===== src/rtl/bxs_pkg.sv =====
// Shared types and constants for the block transfer sequencer.
// Optional base-register writeback is enabled by defining BXS_WRITEBACK_EN.
package bxs_pkg;

  localparam int   WORD_BYTES   = 4;
  localparam logic RF_LE_ACTIVE = 1'b0;
  localparam int   REG_IDX_W    = 4;

  typedef enum logic [2:0] {
    IDLE,
    SCAN,
    ACCESS,
    WRITE,
`ifdef BXS_WRITEBACK_EN
    WB,
`endif
    DONE
  } bxs_state_t;

  function automatic logic [31:0] step_addr(input logic [31:0] addr, input logic up);
    return up ? addr + 32'(WORD_BYTES) : addr - 32'(WORD_BYTES);
  endfunction

endpackage


===== src/rtl/bxs_lsb_find.sv =====
// Combinational lowest-set-bit finder over a 16-bit register mask.
module bxs_lsb_find
  import bxs_pkg::*;
(
  input  logic [15:0]          i_vec,
  output logic [REG_IDX_W-1:0] o_idx,
  output logic                 o_vld
);

  // Scanning from the top down lets the lowest set bit overwrite any higher one.
  always_comb begin
    o_idx = '0;
    o_vld = 1'b0;
    for (int i = 15; i >= 0; i--) begin
      if (i_vec[i]) begin
        o_idx = REG_IDX_W'(i);
        o_vld = 1'b1;
      end
    end
  end

endmodule


===== src/rtl/block_xfer_seq.sv =====
// LDM/STM-style block transfer sequencer between a register file and memory.
// Define BXS_WRITEBACK_EN to add the base-register writeback (WB) state.
module block_xfer_seq
  import bxs_pkg::*;
(
  input  logic        clk,
  input  logic        clr,
  input  logic        start,
  input  logic        is_load,
  input  logic        up,
  input  logic [15:0] reg_list,
  input  logic [31:0] base_addr,
  input  logic [3:0]  rn,
  input  logic [31:0] rf_y0,
  input  logic        mem_ready,
  input  logic [31:0] mem_rdata,
  output logic [3:0]  rf_ra,
  output logic [3:0]  rf_rc,
  output logic [31:0] rf_i,
  output logic        rf_le,
  output logic        mem_req,
  output logic        mem_we,
  output logic [31:0] mem_addr,
  output logic [31:0] mem_wdata,
  output logic        busy,
  output logic        done,
  output logic [4:0]  count,
  output logic [2:0]  o_dbg_state
);

  bxs_state_t r_state;
  bxs_state_t w_next;
  bxs_state_t w_after_xfer;

  logic [15:0] r_pending;
  logic        r_is_load;
  logic        r_up;
  logic [31:0] r_addr;
  logic [4:0]  r_count;
  logic [3:0]  r_idx;
  logic [31:0] r_wdata;
  logic [31:0] r_rdata;

  logic [3:0]  w_lsb_idx;
  logic        w_lsb_vld;
  logic [15:0] w_pending_clr;

`ifdef BXS_WRITEBACK_EN
  logic [3:0]  r_rn;
  logic [31:0] w_final_addr;
  // r_addr has moved one step past the last transfer; a descending run
  // started one word below base, so add that word back.
  assign w_final_addr = r_up ? r_addr : r_addr + 32'(WORD_BYTES);
`else
  logic w_unused_rn;
  assign w_unused_rn = ^rn;
`endif

  bxs_lsb_find u_lsb_find (
    .i_vec (r_pending),
    .o_idx (w_lsb_idx),
    .o_vld (w_lsb_vld)
  );

  // In WRITE the current bit is already clear, so this mask is valid in both
  // ACCESS and WRITE when deciding where the transfer goes next.
  assign w_pending_clr = r_pending & ~(16'h0001 << r_idx);

  always_comb begin
    w_after_xfer = DONE;
    if (w_pending_clr != 16'h0000) begin
      w_after_xfer = SCAN;
    end else begin
`ifdef BXS_WRITEBACK_EN
      w_after_xfer = WB;
`else
      w_after_xfer = DONE;
`endif
    end
  end

  // Memory handshake: mem_req is held with stable mem_addr/mem_wdata/mem_we
  // until mem_ready is sampled high at a rising edge; the transfer completes
  // on that edge and mem_rdata is captured at the same edge for loads.
  always_comb begin
    w_next = r_state;
    unique case (r_state)
      IDLE:   if (start) w_next = (reg_list != 16'h0000) ? SCAN : DONE;
      SCAN:   w_next = w_lsb_vld ? ACCESS : DONE;
      ACCESS: if (mem_ready) w_next = r_is_load ? WRITE : w_after_xfer;
      WRITE:  w_next = w_after_xfer;
`ifdef BXS_WRITEBACK_EN
      WB:     w_next = DONE;
`endif
      DONE:   w_next = IDLE;
      default: w_next = IDLE;
    endcase
  end

  always_ff @(posedge clk) begin
    if (clr) begin
      r_state   <= IDLE;
      r_pending <= '0;
      r_is_load <= 1'b0;
      r_up      <= 1'b0;
      r_addr    <= '0;
      r_count   <= '0;
      r_idx     <= '0;
      r_wdata   <= '0;
      r_rdata   <= '0;
`ifdef BXS_WRITEBACK_EN
      r_rn      <= '0;
`endif
    end else begin
      r_state <= w_next;
      case (r_state)
        IDLE: begin
          if (start) begin
            r_pending <= reg_list;
            r_is_load <= is_load;
            r_up      <= up;
            r_addr    <= up ? base_addr : base_addr - 32'(WORD_BYTES);
            r_count   <= '0;
`ifdef BXS_WRITEBACK_EN
            r_rn      <= rn;
`endif
          end
        end
        SCAN: begin
          r_idx   <= w_lsb_idx;
          r_wdata <= rf_y0;
        end
        ACCESS: begin
          if (mem_ready) begin
            r_pending <= w_pending_clr;
            r_addr    <= step_addr(r_addr, r_up);
            r_count   <= r_count + 5'd1;
            r_rdata   <= mem_rdata;
          end
        end
        default: ;
      endcase
    end
  end

  always_comb begin
    rf_ra = (r_state == SCAN) ? w_lsb_idx : r_idx;
    rf_rc = '0;
    rf_i  = '0;
    rf_le = ~RF_LE_ACTIVE;
    case (r_state)
      WRITE: begin
        rf_le = RF_LE_ACTIVE;
        rf_rc = r_idx;
        rf_i  = r_rdata;
      end
`ifdef BXS_WRITEBACK_EN
      WB: begin
        rf_le = RF_LE_ACTIVE;
        rf_rc = r_rn;
        rf_i  = w_final_addr;
      end
`endif
      default: ;
    endcase
  end

  assign mem_req     = (r_state == ACCESS);
  assign mem_we      = (r_state == ACCESS) && !r_is_load;
  assign mem_addr    = r_addr;
  assign mem_wdata   = r_wdata;
  assign busy        = (r_state != IDLE);
  assign done        = (r_state == DONE);
  assign count       = r_count;
  assign o_dbg_state = r_state;

endmodule


===== config.mk =====
export PLATFORM = sky130hd
export DESIGN_NAME = block_xfer_seq
export DESIGN_NICKNAME = d
export VERILOG_FILES = /design/src/rtl/bxs_pkg.sv /design/src/rtl/bxs_lsb_find.sv /design/src/rtl/block_xfer_seq.sv
export SDC_FILE = /design/constraint.sdc
export NUM_CORES = 1
export LEC_CHECK = 0
export BUFFER_PORTS_ARGS = -buffer_cell sky130_fd_sc_hd__buf_2
export CAP_MARGIN = 20
export CORE_MARGIN = 2
export CORE_UTILIZATION = 45
export DETAILED_ROUTE_END_ITERATION = 12
export PLACE_DENSITY = 0.72
export SLEW_MARGIN = 15
export SYNTH_ARGS = -nofsm -noshare
export SYNTH_HDL_FRONTEND = slang
export SYNTH_SLANG_ARGS = --single-unit

===== constraint.sdc =====
create_clock -name clk -period 5.35 [get_ports clk]
set_input_delay 0.535 -clock clk [delete_from_list [all_inputs] [get_ports clk]]
set_output_delay 0.535 -clock clk [all_outputs]
set_load 0.02 [all_outputs]

### Word level (Yosys, flattened, before mapping)

Index checks and enable logic that the tools add are counted.

* register bits after elaboration: 126
* bits of input ports: 122
* output and inout bits: 117
* word-level logic and storage cells: 87

* add/subtract/negate cells: 4
* equal/unequal tests: 6
* shifts and indexed selects: 1
* mux-type cells: 54
* bitwise operators: 2
* reductions and logical operators: 11

Operators with widths (number)
* 2-to-1 mux 32 bit: 5
* 2-to-1 mux 4 bit: 18
* one-hot mux 32 bit (2 select lines): 1
* subtractor 32 x 3 -> 32 bit, second input constant: 2
* adder 32 x 3 -> 32 bit, second input constant: 1
* 2-to-1 mux 16 bit: 2
* one-hot mux 16 bit (2 select lines): 1
* nonzero test 16 bit: 2
* 2-to-1 mux 3 bit: 6
* 2-to-1 mux 1 bit: 17
* AND 16 bit: 1
* inverter 16 bit: 1
* << shifter 1 x 4 -> 16 bit, first input constant: 1
* one-hot mux 3 bit (4 select lines): 1
* 2-to-1 mux 5 bit: 2
* one-hot mux 5 bit (2 select lines): 1
* == test 3 x 2 -> 1 bit, second input constant: 2
* AND reduction 2 bit: 3
* adder 5 x 1 -> 5 bit, second input constant: 1
* inequality test 2 bit, second input constant: 2
* == test 3 x 1 -> 1 bit, second input constant: 1
* == test 3 bit, second input constant: 1
* zero test 3 bit: 1
* AND reduction 3 bit: 1
* other kinds (4): 4

### Logic depth before layout (Yosys ltp)

* word-level depth: 18
* gate-level depth with buffers: 11
* mapped depth without buffers: 10

### By module

A second synthesis with hierarchy kept.

* cells, all modules: 1037
* area, all modules: 7592.3 µm²

By module, submodules not included
* block_xfer_seq: instances 1, cells each 1004, area each 7413.4 µm², sequential area each 2522.4 µm²
* bxs_lsb_find: instances 1, cells each 33, area each 178.9 µm², sequential area each 0.0 µm²

### Worst setup path after synthesis

Ideal clock, no wire load.

* kind: input-to-reg
* start point: in base_addr[10]
* end point: reg r_addr[29] (netlist: mem_addr[29])
* setup time: 66 ps
* arrival time: 3035 ps
* data required time: 5284 ps
* slack: 2249 ps
* stages: 9
* buffers on the path: 1
* cell sequence: or4_4 -> or4_4 -> or4_4 -> or3_1 -> buf_6 -> nor3_2 -> xnor2_1 -> a211o_1 -> a21oi_2

* word-level cells in the longest chain between the ends: 4

Ends and longest elaborated chain
* from (decl): RTL line block_xfer_seq.sv:12 `input logic [31:0] base_addr,`
* subtractor 32 x 3 -> 32 bit: RTL line block_xfer_seq.sv:122 `r_addr <= up ? base_addr : base_addr - 32'(WORD_BYTES);`
* 2-to-1 mux 32 bit: RTL line block_xfer_seq.sv:122
* 2-to-1 mux 32 bit: RTL line block_xfer_seq.sv:118 `if (start) begin`
* one-hot mux 32 bit (2 select lines): RTL line block_xfer_seq.sv:116 `case (r_state)`
* to (signal assigned): RTL line block_xfer_seq.sv:122
* to (signal assigned): RTL line block_xfer_seq.sv:136 `r_addr <= step_addr(r_addr, r_up);`
* to (decl): RTL line block_xfer_seq.sv:38 `logic [31:0] r_addr;`

No other way between the ends. The select of a mux whose other input is x is not followed.
A chain may end at the register's enable or synchronous reset.

### Worst setup path in the final report

* start point: reg r_up
* end point: reg r_addr[28] (netlist: mem_addr[28])

* word-level cells in the longest chain between the ends: 3

Ends and longest elaborated chain
* from (decl): RTL line block_xfer_seq.sv:37 `logic r_up;`
* from (signal assigned): RTL line block_xfer_seq.sv:121 `r_up <= up;`
* 2-to-1 mux 32 bit: RTL line bxs_pkg.sv:21 `return up ? addr + 32'(WORD_BYTES) : addr - 32'(WORD_BYTES);`
* 2-to-1 mux 32 bit: RTL line block_xfer_seq.sv:134 `if (mem_ready) begin`
* one-hot mux 32 bit (2 select lines): RTL line block_xfer_seq.sv:116

No other way between the ends. The select of a mux whose other input is x is not followed.

==> metrics.csv <==
stage,metric,value,unit
final_layout,mostFrequentLayoutCells,"buf_2 (233), nand2_1 (216), a21oi_1 (154)",
sta,rsz0062_at_grt,false,
sta,finalHoldViolCount,0,
synthesis,avgSynthCellArea,7.33,sq um
sta,tns,0,ns
worst_setup_path,path_max_fanout,21,
power_and_ir_drop,ir_drop,0.223,mV
clock_network,cts-resized-gates,0,
synthesis,synth.largest_area_cell,dfxtp_1,
sta,drv_slew,0,
power_and_ir_drop,power.density,367,mW/mm^2
clock_network,htreeDepth,4,
die,io_pins,239,
worst_setup_path,r2r_slack,1.84,ns
clock_network,cts_made_buffers,17,
run,maxCapViolations,0,
power_and_ir_drop,p_leak,4.19,nW
drt,dr_total_vias,7937,
sta,timing.max_slew.rel_slack,41.1,%
synthesis,synth_area,0.00750,sq mm
drt,drc,0,
clock_network,cts_tree,yes,
worst_setup_path,arrival,3.81,ns
synthesis,synth_seq_cells,126,
die,rows,47,
synthesis,syn_inst,1022,
final_layout,diodes,0,
clock_network,cts_hold_buf,0,
worst_setup_path,critPathCaptureType,register,
hold_path,min-delay-start,rf_y0[1],
worst_setup_path,startpoint,r_up,
clock_network,clockBufferDepth,2,
drt,finalWirelength,22600,um
synthesis,netlist_top_cells_area,"dfxtp_1 (34%), nand2_1 (11%), a21oi_1 (10%)",
clock_network,clk_pin_slew,0.06,ns
global_routing,antenna_found_initial,0,
sta,setup-violations-final,0,
synthesis,yosysSeqAreaShare,33.7,%
synthesis,synth_edf_count,0,
die,dieArea,0.0177,sq mm
clock_network,clock_latency,0.42,ns
drt,routedWlPerCell,15.6,um
synthesis,synth_fp_nets,1175,
die,core,0.0164,sq mm
synthesis,postSynth.asyncResetShare,0,%
final_layout,area_growth,25.1,%
global_routing,track_usage,24.7,%
hold_path,hold_class,input port to register,
final_layout,final_layout_size_suffix_gt1_share,24.1,%
sta,fmax,285,MHz
run_status,outcome,finished clean,
drt,vias_per_cell,5.46,
placed_design,place_ws,1.91,ns
power_and_ir_drop,power,3.44,mW
sta,tightest_slew,0.883,ns
sta,setup_ws,1.84,ns
placed_design,routabilityCongestion,0.905,
worst_setup_path,required,5.65,ns
final_layout,postLayoutCellArea,0.00937,sq mm
final_layout,nNetsFinal,1373,
synthesis,yosysWarnings,0,
drt,drtAntennaViolNets,0,
synthesis,synth_top_area_share,33.7,%
global_routing,grt_pass1_vias,7078,
die,die_h,133,um
placed_design,io_buffer_count,234,
clock_network,postCtsSetupRepairBufs,0,
clock_network,cts_num_sinks,126,
synthesis,synth_ff_type,dfxtp_1,
global_routing,grt_first_pass_wirelength,35700,um
worst_setup_path,start_kind,register,
placed_design,place_area,0.00878,sq mm
die,dieWidth,133,um
final_layout,layout_commonest_cell,buf_2,
drt,drt_iter0_markers,507,
sta,skew,0.0101,ns
worst_setup_path,r2r_start,r_up,
synthesis,synth_cell_type_count,62,
clock_network,root_buffer,clkbuf_16,
drt,dr.pass1.iters,5,
global_routing,overflow,0,
placed_design,dpl.hpwl,16200,um
sta,finalCritPeriodShare,65.6,%
global_routing,grt_max_degree,78,
sta,post-route-min-period,3.51,ns
worst_setup_path,path_class,register to register,
die,initial_core_util,45.7,%
kinds of logic (layout without fill, tap and decap cells):
kind of cell	count (synthesis)	count (layout)	synth area share (%)
buf+inv	87	298	4.46
mux	6	6	0.818
flops	126	126	33.7
xor+xnor	53	53	6.19
simple gates	426	426	26.5
fa+ha+maj	31	31	5.27
compound gates	293	293	23.1
per-stage QoR:
stage,hold slack [ns],std cells,utilization [%]
2_1_floorplan,0.432,1022,-
3_3_place_gp,0.437,1420,53.5
3_5_place_dp,0.443,1420,53.5
4_1_cts,0.339,1452,57.0
5_1_grt,0.344,1453,57.1
6_report,0.351,1453,57.1
worst paths after layout:
check                 end  cells after the start
min reg2reg   r_rdata[16]                      2
max reg2reg  mem_addr[28]                     11
min          mem_wdata[1]                      3
max          mem_addr[28]                     11
routing by layer:
layer  GRT usage [%]  wire [um]
met1            32.9      10300
met2            39.1      10300
met3            5.29       1520
met4            9.68        538
met5               0          0
Yosys cell counts, types with 20 or more instances:
| master | instances |
|---|---|
| a21o_1 | 21 |
| a21oi_1 | 154 |
| and2_1 | 43 |
| clkbuf_1 | 58 |
| dfxtp_1 | 126 |
| ha_1 | 30 |
| inv_1 | 20 |
| nand2_1 | 216 |
| nor2_1 | 50 |
| nor3_1 | 30 |
| o21ai_0 | 42 |
| xnor2_1 | 29 |
| xor2_1 | 24 |
final cells by class:
| class | instances | area, sq um |
|---|---|---|
| flip-flops and latches | 126 | 2520 |
| well taps | 220 | 275 |
| multi-input cells | 809 | 4650 |
| clock buffers | 19 | 453 |
| repair buffers | 246 | 1270 |
| inverters | 20 | 75.1 |
| clock inverters | 13 | 130 |
| fillers | 1544 | 7030 |
sequential cells by signal, summed over array words and instances (netlist names):
name         flops
r_is_load        1
r_rdata         32
o_dbg_state      3
r_idx            4
count            5
r_pending       16
mem_wdata       32
mem_addr        32
r_up             1
critical path, stage by stage, from the launching register on:
cell	delay, ns
dfxtp_1	0.39
inv_1	0.21
buf_4	0.30
ha_1	0.42
o21ai_0	0.12
a21oi_1	0.34
o22ai_1	0.17
o311ai_0	0.61
a2111oi_0	0.25
o31ai_1	0.34
xnor2_1	0.16
o21ai_0	0.08
where the power goes:
part	internal, mW	switching [mW]
sequential	1.02	0.0807
combinational	0.460	0.726
clock	0.675	0.472
Note: power is estimated with default switching activity, not from simulation.
